### config.mk
export PLATFORM = sky130hd
export DESIGN_NAME = data_pack_serializer
export DESIGN_NICKNAME = d
export VERILOG_FILES = /design/src/rtl/data_pack_serializer.sv
export SDC_FILE = /design/constraint.sdc
export NUM_CORES = 1
export LEC_CHECK = 0
export CORE_UTILIZATION = 30
export DETAILED_ROUTE_END_ITERATION = 12
export DONT_BUFFER_PORTS = 1
export PLACE_DENSITY = 0.55
export RECOVER_POWER = 100
export SYNTH_ARGS = -nofsm -noshare
export SYNTH_HDL_FRONTEND = slang
export SYNTH_SLANG_ARGS = --single-unit
### constraint.sdc
create_clock -name clk -period 3.2 [get_ports clk]
set_input_delay 0.96 -clock clk [delete_from_list [all_inputs] [get_ports clk]]
set_output_delay 0.96 -clock clk [all_outputs]
set_load 0.05 [all_outputs]
### src/rtl/data_pack_serializer.sv
// data_pack_serializer: FIFO-buffered 4-bit pack to LSB-first serial bit stream; DATA_PACK_PARITY_EN adds an even-parity bit per pack
module data_pack_serializer #(
  parameter int DEPTH  = 4,
  parameter int PACK_W = 4
) (
  input  logic              clk,
  input  logic              reset,
  input  logic [PACK_W-1:0] pack_in,
  input  logic              pack_valid,
  output logic              pack_ready,
  output logic              bit_out,
  output logic              en_out,
  input  logic              tx_ready,
  output logic              pack_done,
  output logic              busy
);
  localparam int AW = $clog2(DEPTH);
`ifdef DATA_PACK_PARITY_EN
  typedef enum logic [1:0] {IDLE, SHIFT, PAR} state_t;
  logic                par_q;
`else
  typedef enum logic [1:0] {IDLE, SHIFT} state_t;
`endif
  state_t              state_q;
  logic [PACK_W-1:0]   mem_q [DEPTH];
  logic [AW-1:0]       wr_ptr_q, rd_ptr_q;
  logic [AW:0]         level_q, level_d;
  logic [PACK_W-1:0]   shreg_q, head;
  logic [1:0]          bitcnt_q;
  logic                pack_done_q;
  logic                empty, full, push, pop, last_bit, word_end;
  assign empty      = level_q == '0;
  assign full       = level_q == (AW+1)'(DEPTH);
  assign pack_ready = !full;
  assign push       = pack_valid && !full;
  assign head       = mem_q[rd_ptr_q];
  assign last_bit   = state_q == SHIFT && tx_ready && bitcnt_q == 2'd3;
`ifdef DATA_PACK_PARITY_EN
  assign word_end   = state_q == PAR && tx_ready;
  assign bit_out    = state_q == SHIFT ? shreg_q[0] : state_q == PAR ? par_q : 1'b0;
`else
  assign word_end   = last_bit;
  assign bit_out    = state_q == SHIFT ? shreg_q[0] : 1'b0;
`endif
  assign pop        = !empty && (state_q == IDLE || word_end);
  assign en_out     = state_q != IDLE;
  assign pack_done  = pack_done_q;
  assign busy       = !empty || state_q != IDLE;
  // Next FIFO occupancy; a same-cycle push and pop cancel out
  always_comb begin
    level_d = push && !pop ? level_q + 1'b1 : pop && !push ? level_q - 1'b1 : level_q;
  end
  // Pack storage, written only on accepted pushes
  always_ff @(posedge clk) begin
    if (push) mem_q[wr_ptr_q] <= pack_in;
  end
  // FIFO pointers and level; pointers wrap naturally at DEPTH
  always_ff @(posedge clk) begin
    if (reset) begin
      wr_ptr_q <= '0;
      rd_ptr_q <= '0;
      level_q  <= '0;
    end else begin
      wr_ptr_q <= push ? wr_ptr_q + 1'b1 : wr_ptr_q;
      rd_ptr_q <= pop ? rd_ptr_q + 1'b1 : rd_ptr_q;
      level_q  <= level_d;
    end
  end
  // Shifter FSM: load from FIFO, shift on tx_ready, reload back-to-back at pack end
  always_ff @(posedge clk) begin
    if (reset) begin
      state_q     <= IDLE;
      shreg_q     <= '0;
      bitcnt_q    <= '0;
      pack_done_q <= 1'b0;
`ifdef DATA_PACK_PARITY_EN
      par_q       <= 1'b0;
`endif
    end else begin
      pack_done_q <= word_end;
      case (state_q)
        SHIFT: begin
          if (tx_ready) begin
            shreg_q  <= shreg_q >> 1;
            bitcnt_q <= bitcnt_q + 2'd1;
          end
`ifdef DATA_PACK_PARITY_EN
          if (last_bit) state_q <= PAR;
`else
          if (last_bit) state_q <= empty ? IDLE : SHIFT;
`endif
        end
`ifdef DATA_PACK_PARITY_EN
        PAR: if (tx_ready) state_q <= empty ? IDLE : SHIFT;
`endif
        default: state_q <= empty ? IDLE : SHIFT;
      endcase
      if (pop) begin
        shreg_q  <= head;
        bitcnt_q <= '0;
`ifdef DATA_PACK_PARITY_EN
        par_q    <= ^head;
`endif
      end
    end
  end
endmodule
==> impl_metrics.env <==
export IMPL_final_nets=132
export IMPL_max_cap_violations=0
export IMPL_syn_avg_cell_area_um2=12.6
export IMPL_cts_max_level=2
export IMPL_vdd_drop_max_mv=0.251
export IMPL_seq_area_frac_synth_pct=58.4
export IMPL_fin_tns_setup_ns=0
export IMPL_maxSlewViolCount=0
export IMPL_max_slew_margin_pct=49.2
export IMPL_p_clk_share_pct=26.7
export IMPL_setup_viol=0
export IMPL_drt_iter0_drc=43
export IMPL_die_w_um=70.5
export IMPL_p_seq_share_pct=41.8
export IMPL_via_per_inst=5.04
export IMPL_yosysMostFrequentCell="dfxtp_1"
export IMPL_synthXorXnorAreaFrac_pct=1.87
export IMPL_cts_buffers=5
export IMPL_arrival_ns=1.85
export IMPL_yosys_warnings=0
export IMPL_port_buffers=0
export IMPL_wl_met1_mm=1.13
export IMPL_fmax_mhz=356
export IMPL_cts_resized=0
export IMPL_yosysTopAreaCell="edfxtp_1"
export IMPL_synth_compound_area_share_pct=11.2
export IMPL_drive_above_1_share_pct=11.0
export IMPL_status="finished clean"
export IMPL_place_detailed_hpwl_mm=1.76
export IMPL_finalHoldViolations=0
export IMPL_setup_worst_path_start_class="register"
export IMPL_hold_class="reg2reg"
export IMPL_vias=856
export IMPL_regArea_um2=821
export IMPL_cts_root_buf="clkbuf_8"
export IMPL_clkLatencyLatePin_ns=0.28
export IMPL_top_layer="met4"
export IMPL_ys_ff_latch=33
export IMPL_first_pass_iters=4
export IMPL_core_area_um2=4440
export IMPL_remaining_drc_errors=0
export IMPL_die_area_um2=4970
export IMPL_clock_sinks=33
export IMPL_yosys_area_share_adder_pct=6.76
export IMPL_endpoint_kind="output pin"
export IMPL_grt_usage_pct=10.8
export IMPL_syn_inst=112
export IMPL_grt_overflow=0
export IMPL_rows=24
export IMPL_p_int_w=0.000927
export IMPL_num_io_pins=13
export IMPL_finalCritPeriodShare_pct=87.9
export IMPL_grt_start_max_net_pins=17
export IMPL_ant_nets=0
export IMPL_power_leakage_nw=0.566
export IMPL_ys_flop_type="dfxtp_1"
export IMPL_synth_cell_types=29
export IMPL_routed_wl_mm=2.32
export IMPL_gp_congestion=0.703
export IMPL_tightest_slew_ns=0.761
export IMPL_synth_edf_count=16
export IMPL_synth_top_family_by_area="compound AO/OA/AOI/OAI gates"
export IMPL_multi_input_area_um2=544
export IMPL_skew_ns=0.00363
export IMPL_post_route_min_period_ns=2.81
export IMPL_synth_area_um2=1410
export IMPL_critPathMaxFanout=6
export IMPL_rsz0062_at_grt="false"
export IMPL_crit_required_ns=2.24
export IMPL_grt_pass1_vias=906
export IMPL_power_per_cell_area_nw_per_um2=894
export IMPL_avgRoutedWirePerCell_um=13.7
export IMPL_grt_pass1_wl_mm=4.01
export IMPL_postCtsHoldBufs=0
export IMPL_synth_area_mux_share_pct=7.83
export IMPL_place_ws_ns=0.170
export IMPL_routed_wl_met3_um=125
export IMPL_worstSetupPathType="reg2out"
export IMPL_postSynth_asyncResetShare_pct=0
export IMPL_netlist_area_leader_share_pct=34.2
export IMPL_antenna_found_initial=0
export IMPL_finalWorstSetupSlack_ns=0.388
export IMPL_initial_utilization_pct=31.6
export IMPL_wl_met2_mm=1.02
export IMPL_clk_path_buf_depth=2
export IMPL_synthSimpleGateAreaFrac_pct=11.2
export IMPL_area_delta_synth_final_pct=11.7
export IMPL_synth_area_leaders="edfxtp_1 34%, dfxtp_1 24%, mux4_2 6.4%"
export IMPL_syn_num_nets=127
export IMPL_synth_common_cells="17 x dfxtp_1, 16 x edfxtp_1, 11 x a21oi_1"
export IMPL_cts_tree="built"
export IMPL_power_frac_comb_pct=31.5
export IMPL_post_cts_buffers=0
export IMPL_die_height_um=70.5
export IMPL_fillers=449
export IMPL_switching_share_pct=34.0
export IMPL_clkTransAtPathRegs_ns=0.07
export IMPL_power_switching_w=0.000477
export IMPL_antenna_cells=0
[area by class of cell]
type                            instances  area share, %
Sequential cell                        33           52.3
Multi-Input combinational cell         69           34.7
Clock buffer                            5           4.38
Tap cell                               52           4.14
Clock inverter                          3           2.63
Inverter                                7           1.67
Timing Repair Buffer                    1          0.239
[registers in the layout (all words and copies together) (netlist names), named ones only]
register and flops:
state_q 1, rd_ptr_q 2, shreg_q 4, pack_done 1
bitcnt_q 2, mem_q 16, level_q 3, wr_ptr_q 2
[cells in the final DEF (no fill, tap or decap), drive strengths merged, types with 2 or more instances in the layout]
cell    netlist  routed
edfxtp       16      16
and2          2       2
or3           2       2
nand3         7       7
a21bo         2       2
nor3          3       3
a21oi        11      11
nor2          4       4
a311oi        3       3
inv           7       7
or4           2       2
ha            6       6
nor3b         2       2
mux2i         2       2
clkbuf        2       6
mux4          4       4
xor2          3       3
and3          4       4
o21ai         7       7
dfxtp        17      17
[kinds of logic after synthesis]
| logic type | Yosys count |
|---|---|
| xor+xnor | 3 |
| mux | 6 |
| fa+ha+maj | 7 |
| compound gates | 25 |
| flops | 33 |
| simple gates | 28 |
| buf+inv | 10 |
[worst paths after layout]
path                             from                        to  slack (ns)  depth (start not counted)
max           state_q[0]$_SDFFE_PP0N_                   bit_out        0.39                          2
min          rd_ptr_q[1]$_SDFFE_PP0P_  rd_ptr_q[1]$_SDFFE_PP0P_        0.49                          2
max reg2reg  bitcnt_q[0]$_SDFFE_PP0P_   level_q[2]$_SDFFE_PP0P_        0.56                         10
min reg2reg  rd_ptr_q[1]$_SDFFE_PP0P_  rd_ptr_q[1]$_SDFFE_PP0P_        0.49                          2
[worst max-delay path: stages (launching register included)]
cell and delay [ns]:
dfxtp_1 0.33, clkbuf_1 0.58, and2_0 0.67
[power groups by stage]
stage	Sequential, W	Clock [W]	Combinational, W
floorplan	0.000599	0	0.000370
global placement	0.000595	0	0.000442
detailed placement	0.000598	0	0.000455
CTS	0.000589	0.000384	0.000459
global route	0.000601	0.000406	0.000493
finish	0.000587	0.000375	0.000442
[routing by layer]
| metal | GRT usage [%] | vias to the layer above |
|---|---|---|
| met3 | 4.18 | 5 |
| li1 | - | 423 |
| met1 | 13.7 | 410 |
| met5 | 0 | - |
| met2 | 15.6 | 18 |
| met4 | 6.12 | 0 |
[metrics by stage]
step	hold WS, ns	util (%)	instances	power [W]	instance area (um^2)
global placement	0.470	33.0	162	0.00104	1470
finish	0.485	35.3	170	0.00140	1570
global route	0.522	35.3	170	0.00150	1570
detailed placement	0.477	33.0	162	0.00105	1470
CTS	0.490	35.5	170	0.00143	1580
floorplan	0.453	-	112	0.000968	1410
Note: power is estimated with default switching activity, not from simulation.
